[src/rtl/v_decoder_pkg.sv]
// Shared types, constants and helpers for the scanning decoder.
//   state_t      : controller states IDLE / DIRECT / SCAN
//   MODE_*       : encodings of the mode input
//   MAX_SEL_W    : widest select the onehot helper supports
//   onehot()     : one-hot (pol=0) or one-cold (pol=1) pattern for an index
package v_decoder_pkg;

    typedef enum logic [1:0] {
        IDLE   = 2'd0,
        DIRECT = 2'd1,
        SCAN   = 2'd2
    } state_t;

    localparam logic MODE_DIRECT = 1'b0;
    localparam logic MODE_SCAN   = 1'b1;

    localparam int MAX_SEL_W = 5;
    localparam int MAX_OUT_N = 32;

    // Callers narrow the result to their own output count with a size cast.
    function automatic logic [MAX_OUT_N-1:0] onehot(input logic [MAX_SEL_W-1:0] idx,
                                                    input logic                 pol);
        logic [MAX_OUT_N-1:0] hot;
        hot      = {MAX_OUT_N{1'b0}};
        hot[idx] = 1'b1;
        if (pol) begin
            return ~hot;
        end else begin
            return hot;
        end
    endfunction

endpackage

[src/rtl/v_scan_decoder_if.sv]
// Control/status bundle of the scanning decoder.
//   master : control logic side (drives en/mode/load/sel/dwell, sees y/idx/wrap)
//   slave  : decoder side
interface v_scan_decoder_if #(
    parameter int SEL_W   = 3,
    parameter int DWELL_W = 16
) ();
    localparam int OUT_N = 2 ** SEL_W;

    logic               en;
    logic               mode;
    logic               load;
    logic [SEL_W-1:0]   sel;
    logic [DWELL_W-1:0] dwell;
    logic [OUT_N-1:0]   y;
    logic [SEL_W-1:0]   idx;
    logic               wrap;

    modport master (
        output en, mode, load, sel, dwell,
        input  y, idx, wrap
    );

    modport slave (
        input  en, mode, load, sel, dwell,
        output y, idx, wrap
    );
endinterface

[src/rtl/v_onehot_decode.sv]
// Combinational SEL_W -> 2**SEL_W decoder with active-low enable (a
// generalised 74x139 half).
//   g_l : 0 = decode sel, 1 = every output inactive
//   sel : index to assert
//   y   : decoded outputs; ACTIVE_LOW selects one-cold (1) or one-hot (0)
module v_onehot_decode
    import v_decoder_pkg::*;
#(
    parameter int SEL_W      = 3,
    parameter int ACTIVE_LOW = 1
) (
    input  logic                  g_l,
    input  logic [SEL_W-1:0]      sel,
    output logic [2**SEL_W-1:0]   y
);
    localparam int   OUT_N = 2 ** SEL_W;
    localparam logic POL   = (ACTIVE_LOW != 0) ? 1'b1 : 1'b0;

    logic [MAX_SEL_W-1:0] sel_ext_s;

    assign sel_ext_s = MAX_SEL_W'(sel);

    // Decode, or hold every line at its inactive level when disabled.
    always_comb begin
        y = {OUT_N{POL}};
        if (g_l) begin
            y = {OUT_N{POL}};
        end else begin
            y = OUT_N'(onehot(sel_ext_s, POL));
        end
    end
endmodule

[src/rtl/v_scan_decoder.sv]
// Parametrised decoder with registered outputs and two modes:
//   DIRECT : decodes a select value captured by load
//   SCAN   : walks the outputs in turn, each held dwell+1 cycles, with BLANK
//            all-inactive cycles inserted after every step
// Ports:
//   clk   : rising-edge clock
//   reset : asynchronous active-high reset
//   bus   : slave side of v_scan_decoder_if (en/mode/load/sel/dwell in,
//           y/idx/wrap out, all outputs registered)
module v_scan_decoder
    import v_decoder_pkg::*;
#(
    parameter int SEL_W      = 3,
    parameter int DWELL_W    = 16,
    parameter int ACTIVE_LOW = 1,
    parameter int BLANK      = 1
) (
    input  logic           clk,
    input  logic           reset,
    v_scan_decoder_if.slave bus
);
    localparam int         OUT_N      = 2 ** SEL_W;
    localparam logic [1:0] BLANK_INIT = 2'(BLANK);
    localparam logic       POL        = (ACTIVE_LOW != 0) ? 1'b1 : 1'b0;

    state_t             state_r;
    state_t             state_nx_s;
    logic [SEL_W-1:0]   idx_r;
    logic [SEL_W-1:0]   idx_nx_s;
    logic [DWELL_W-1:0] cnt_r;
    logic [DWELL_W-1:0] cnt_nx_s;
    logic [1:0]         blank_r;
    logic [1:0]         blank_nx_s;
    logic               wrap_r;
    logic               wrap_nx_s;
    logic               show_s;
    logic [OUT_N-1:0]   dec_s;
    logic [OUT_N-1:0]   y_r;

    // Next state, next index, dwell/blank counters and whether y shows a decode.
    always_comb begin
        state_nx_s = state_r;
        idx_nx_s   = idx_r;
        cnt_nx_s   = cnt_r;
        blank_nx_s = blank_r;
        wrap_nx_s  = 1'b0;
        show_s     = 1'b0;
        if (!bus.en) begin
            // Disable beats any mode; the index survives for the next enable.
            state_nx_s = IDLE;
            cnt_nx_s   = {DWELL_W{1'b0}};
            blank_nx_s = 2'd0;
            show_s     = 1'b0;
        end else begin
            case (bus.mode)
                MODE_DIRECT: begin
                    state_nx_s = DIRECT;
                    cnt_nx_s   = {DWELL_W{1'b0}};
                    blank_nx_s = 2'd0;
                    show_s     = 1'b1;
                    if (bus.load) begin
                        idx_nx_s = bus.sel;
                    end else begin
                        idx_nx_s = idx_r;
                    end
                end
                MODE_SCAN: begin
                    state_nx_s = SCAN;
                    if (state_r != SCAN) begin
                        // Fresh entry: start at the current index, no blank.
                        cnt_nx_s   = {DWELL_W{1'b0}};
                        blank_nx_s = 2'd0;
                        show_s     = 1'b1;
                    end else if (blank_r != 2'd0) begin
                        // Blank cycles do not advance the dwell count.
                        blank_nx_s = blank_r - 2'd1;
                        cnt_nx_s   = {DWELL_W{1'b0}};
                        show_s     = (blank_r == 2'd1);
                    end else if (cnt_r >= bus.dwell) begin
                        // Live compare: lowering dwell mid-count steps at once.
                        cnt_nx_s   = {DWELL_W{1'b0}};
                        idx_nx_s   = idx_r + SEL_W'(1);
                        blank_nx_s = BLANK_INIT;
                        wrap_nx_s  = &idx_r;
                        show_s     = (BLANK_INIT == 2'd0);
                    end else begin
                        cnt_nx_s = cnt_r + DWELL_W'(1);
                        show_s   = 1'b1;
                    end
                end
                default: begin
                    state_nx_s = IDLE;
                    cnt_nx_s   = {DWELL_W{1'b0}};
                    blank_nx_s = 2'd0;
                    show_s     = 1'b0;
                end
            endcase
        end
    end

    // Single decoder instance; it looks at the next index so y lines up with idx.
    v_onehot_decode #(
        .SEL_W      (SEL_W),
        .ACTIVE_LOW (ACTIVE_LOW)
    ) u_decode (
        .g_l (~show_s),
        .sel (idx_nx_s),
        .y   (dec_s)
    );

    // State, counters and all three outputs are registered here.
    always_ff @(posedge clk or posedge reset) begin
        if (reset) begin
            state_r <= IDLE;
            idx_r   <= {SEL_W{1'b0}};
            cnt_r   <= {DWELL_W{1'b0}};
            blank_r <= 2'd0;
            wrap_r  <= 1'b0;
            y_r     <= {OUT_N{POL}};
        end else begin
            state_r <= state_nx_s;
            idx_r   <= idx_nx_s;
            cnt_r   <= cnt_nx_s;
            blank_r <= blank_nx_s;
            wrap_r  <= wrap_nx_s;
            y_r     <= dec_s;
        end
    end

    assign bus.y    = y_r;
    assign bus.idx  = idx_r;
    assign bus.wrap = wrap_r;

endmodule

[src/flat_wrapper.sv]
// flat-port wrapper written by rule: the top's interface ports become plain ports
module v_scan_decoder_flat import v_decoder_pkg::*;
#(
    parameter int SEL_W      = 3,
    parameter int DWELL_W    = 16,
    parameter int ACTIVE_LOW = 1,
    parameter int BLANK      = 1
)
  (clk, reset, bus_en, bus_mode, bus_load, bus_sel, bus_dwell, bus_y, bus_idx, bus_wrap);
  v_scan_decoder_if #(.SEL_W(SEL_W), .DWELL_W(DWELL_W)) bus_i ();
  input  logic clk;
  input  logic reset;
  input wire logic [$bits(bus_i.en)-1:0] bus_en;
  input wire logic [$bits(bus_i.mode)-1:0] bus_mode;
  input wire logic [$bits(bus_i.load)-1:0] bus_load;
  input wire logic [$bits(bus_i.sel)-1:0] bus_sel;
  input wire logic [$bits(bus_i.dwell)-1:0] bus_dwell;
  output wire logic [$bits(bus_i.y)-1:0] bus_y;
  output wire logic [$bits(bus_i.idx)-1:0] bus_idx;
  output wire logic [$bits(bus_i.wrap)-1:0] bus_wrap;
  assign bus_i.en = bus_en;
  assign bus_i.mode = bus_mode;
  assign bus_i.load = bus_load;
  assign bus_i.sel = bus_sel;
  assign bus_i.dwell = bus_dwell;
  assign bus_y = bus_i.y;
  assign bus_idx = bus_i.idx;
  assign bus_wrap = bus_i.wrap;
  v_scan_decoder #(.SEL_W(SEL_W), .DWELL_W(DWELL_W), .ACTIVE_LOW(ACTIVE_LOW), .BLANK(BLANK)) u_core (.clk(clk), .reset(reset), .bus(bus_i));
endmodule
[config.mk]
export PLATFORM = sky130hd
export DESIGN_NAME = v_scan_decoder_flat
export DESIGN_NICKNAME = d
export VERILOG_FILES = /design/src/rtl/v_decoder_pkg.sv /design/src/rtl/v_scan_decoder_if.sv /design/src/rtl/v_onehot_decode.sv /design/src/rtl/v_scan_decoder.sv /design/src/flat_wrapper.sv
export SDC_FILE = /design/constraint.sdc
export NUM_CORES = 1
export LEC_CHECK = 0
export BUFFER_PORTS_ARGS = -buffer_cell sky130_fd_sc_hd__buf_2
export CAP_MARGIN = 15
export CORE_ASPECT_RATIO = 0.75
export CORE_UTILIZATION = 45
export CTS_BUF_LIST = sky130_fd_sc_hd__clkbuf_4
export DETAILED_ROUTE_END_ITERATION = 8
export PLACE_DENSITY = 0.7
export SYNTH_ARGS = -nofsm -noshare
export SYNTH_HDL_FRONTEND = slang
export SYNTH_SLANG_ARGS = --single-unit
export TNS_END_PERCENT = 10
[constraint.sdc]
create_clock -name clk -period 3.1 [get_ports clk]
set_input_delay 0.62 -clock clk [delete_from_list [all_inputs] [get_ports clk]]
set_output_delay 0.62 -clock clk [all_outputs]
set_load 0.01 [all_outputs]
==> results.sh <==
export IMPL_synth_most_common_cell="nor2_1"
export IMPL_die_h_microns=58.4
export IMPL_drt_iter0_markers=93
export IMPL_path_max_fanout=9
export IMPL_synth_edf_count=0
export IMPL_rsz0062_at_grt="no"
export IMPL_drv_slew=0
export IMPL_drive_gt1_frac=0.246
export IMPL_rows=20
export IMPL_drc=0
export IMPL_timing_critical_path_max_delay_family="simple AND/OR/NAND/NOR gates"
export IMPL_cts_buffer_depth=2
export IMPL_ctsHoldBuffers=0
export IMPL_multi_input_area_sq_um=1020
export IMPL_synth_area_sq_um=1910
export IMPL_synth_yosys_seq_area_share=0.425
export IMPL_ys_warn_count=0
export IMPL_ys_seq_elements=32
export IMPL_ys_types=40
export IMPL_synth_nets=244
export IMPL_slowest_delay_ns=0.49
export IMPL_grt_first_pass_wirelength_microns=6290
export IMPL_peakVddDrop_mv=0.284
export IMPL_yosys_area_top_type_share=0.315
export IMPL_finalHoldViolCount=0
export IMPL_dpl_hpwl_microns=2880
export IMPL_crit_slowest_cell="or4_1"
export IMPL_wirelength_microns=3710
export IMPL_path_cells="ha_1 > a211oi_1 > o21ai_1 > a41oi_2 > o21ai_1 > nor3_1 > nor3b_2 > or4_1"
export IMPL_core_area_sq_um=4050
export IMPL_fmax_mhz=394
export IMPL_switchingPower_uw=236
export IMPL_required_ns=3.36
export IMPL_seq_power_share=0.503
export IMPL_crit_type="reg -> reg"
export IMPL_startpoint_type="flop"
export IMPL_place_port_buffers=35
export IMPL_cts_resized=0
export IMPL_clk_latency_ns=0.33
export IMPL_utilization=0.551
export IMPL_crit_top_cell="o21ai_1"
export IMPL_grt_max_degree=27
export IMPL_hold_path_class="in -> async"
export IMPL_p_int_uw=666
export IMPL_area_delta_synth_final_pct=17.2
export IMPL_p_leak_uw=0.00107
export IMPL_dieArea_sq_um=4500
export IMPL_synth_area_per_cell_sq_um=9.49
export IMPL_antenna_found_initial=0
export IMPL_cp_num_buf_inv=0
export IMPL_setup_viol=0
export IMPL_cts_root_buf="clkbuf_4"
export IMPL_drtPass1Iterations=4
export IMPL_die_x_microns=77.2
export IMPL_p_comb_frac=0.148
export IMPL_setup_tns_ns=0
export IMPL_relSlewSlack=0.351
export IMPL_diodes=0
export IMPL_io_pins=36
export IMPL_fin_skew_ns=0.00915
export IMPL_fin_crit_ns=2.54
export IMPL_cts_sinks=32
export IMPL_grt_overflow=0
export IMPL_vias=1513
export IMPL_seq_area_sq_um=811
export IMPL_grt_pass1_vias=1395
export IMPL_worstMarginPinSlew_ns=0.973
export IMPL_post_drt_wl_per_cell_microns=12.4
export IMPL_h_tree_depth=2
export IMPL_p_per_area_nw_per_um2=404
export IMPL_p_clk_frac=0.349
export IMPL_cap_violations=0
export IMPL_fin_nets=286
export IMPL_cts_buffers=5
export IMPL_cp_arrival_ns=2.79
export IMPL_synth_largest_area_cell="dfrtp_1"
export IMPL_path_clk_slew_ns=0.11
export IMPL_grtUsageTotal=0.182
export IMPL_fill_cells=376
export IMPL_cts_setup_buffers=0
export IMPL_fin_crit_sh=0.818
export IMPL_async_flop_share=1.00
export IMPL_initial_core_util=0.470
export IMPL_sw_frac_of_total=0.262
export IMPL_synthCells=201
export IMPL_ant_nets=0
export IMPL_avgViaCountPerCell=5.06
export IMPL_synth_area_leaders="dfrtp_1 31%, ha_1 12%, dfstp_2 11%"
export IMPL_synthTopCellsByCount="26 x nor2_1, 24 x dfrtp_1, 20 x inv_1"
export IMPL_routabilityCongestion=0.759
export IMPL_r2r_slack_ns=0.56
export IMPL_endpoint_kind="flop"
export IMPL_synth_flop_cell="dfrtp_1"
export IMPL_outcome="finished, final reports clean"
export IMPL_cts_tree="done"
## path summary, 6_finish.rpt
kind / startpoint / endpoint / cells after the start
min in group clk: u_core.blank_r[0]$_DFFE_PP0P_ / u_core.blank_r[0]$_DFFE_PP0P_ / 1
worst min register to register: u_core.blank_r[0]$_DFFE_PP0P_ / u_core.blank_r[0]$_DFFE_PP0P_ / 1
worst max register to register: u_core.cnt_r[2]$_DFF_PP0_ / u_core.bus.y[0]$_DFF_PP1_ / 8
worst max-delay path: u_core.cnt_r[2]$_DFF_PP0_ / u_core.bus.y[0]$_DFF_PP1_ / 8
worst min-delay path: reset / u_core.bus.idx[0]$_DFF_PP0_ / 2
max in group asynchronous: reset / u_core.bus.y[0]$_DFF_PP1_ / 3
## placed cells by master (no fill, tap or decap), types with 4 or more instances in the layout
cell	netlist	layout
buf_2	0	35
nor2_1	26	26
dfrtp_1	24	24
inv_1	20	20
ha_1	19	19
nand2_1	17	17
a21oi_1	10	10
nand3_1	10	10
xor2_1	10	10
dfstp_2	8	8
nor3_1	5	5
and3_1	5	5
nand4_1	5	5
clkbuf_4	0	5
xnor2_1	4	4
nand3b_1	4	4
## sequential cells by signal, summed over array words and instances (netlist names)
signal	cells
u_core.cnt_r	16
u_core.bus.y	8
u_core.bus.idx	3
u_core.blank_r	2
u_core.state_r	2
u_core.bus.wrap	1
## through the flow
stage | instances | hold slack [ns] | setup WS, ns | area [sq um] | power [uW]
after floorplan | 201 | 0.476 | 0.568 | 1910 | 541
after global placement | 291 | 0.511 | 0.378 | 2150 | 592
after detailed placement | 291 | 0.509 | 0.332 | 2150 | 596
after CTS | 299 | 0.526 | 0.590 | 2230 | 913
after global routing | 299 | 0.553 | 0.386 | 2230 | 953
final | 299 | 0.498 | 0.565 | 2230 | 902
## power by group through the flow
| stage | registers, uW | clock network, uW | logic, uW |
|---|---|---|---|
| global route | 455 | 347 | 151 |
| floorplan | 465 | 0 | 76.2 |
| global placement | 461 | 0 | 131 |
| detailed placement | 461 | 0 | 135 |
| CTS | 453 | 325 | 135 |
| finish | 453 | 315 | 134 |
## metal layers
layer,global-route usage,share of wire
met3,0.0372,0.049
met2,0.269,0.42
met1,0.268,0.52
met5,0,0
met4,0.0647,0.011
## cells by family after synthesis
family                   share of synthesized area
adder cells (fa/ha/maj)                      0.125
XOR/XNOR                                    0.0643
flip-flops                                   0.425
AO/OA/AOI/OAI                                0.110
buffers and inverters                       0.0413
AND/OR/NAND/NOR                              0.235
## worst reg2reg max path, delay by kind of cell, from the launching register on
kind / cells / cell delay (ns)
AOI/OAI and AO/OA: 4 / 0.83
adders and majority gates: 1 / 0.31
DFF: 1 / 0.45
and+or+nand+nor: 3 / 0.88
## layout make-up
class | instances | share of cell area
multi-input combinational | 148 | 0.455
inverter | 20 | 0.0336
clock inverter | 3 | 0.0190
clock buffer | 5 | 0.0168
tap | 55 | 0.0308
timing repair buffer | 36 | 0.0817
sequential | 32 | 0.363
No activity file was read; power rests on OpenSTA's default activity.
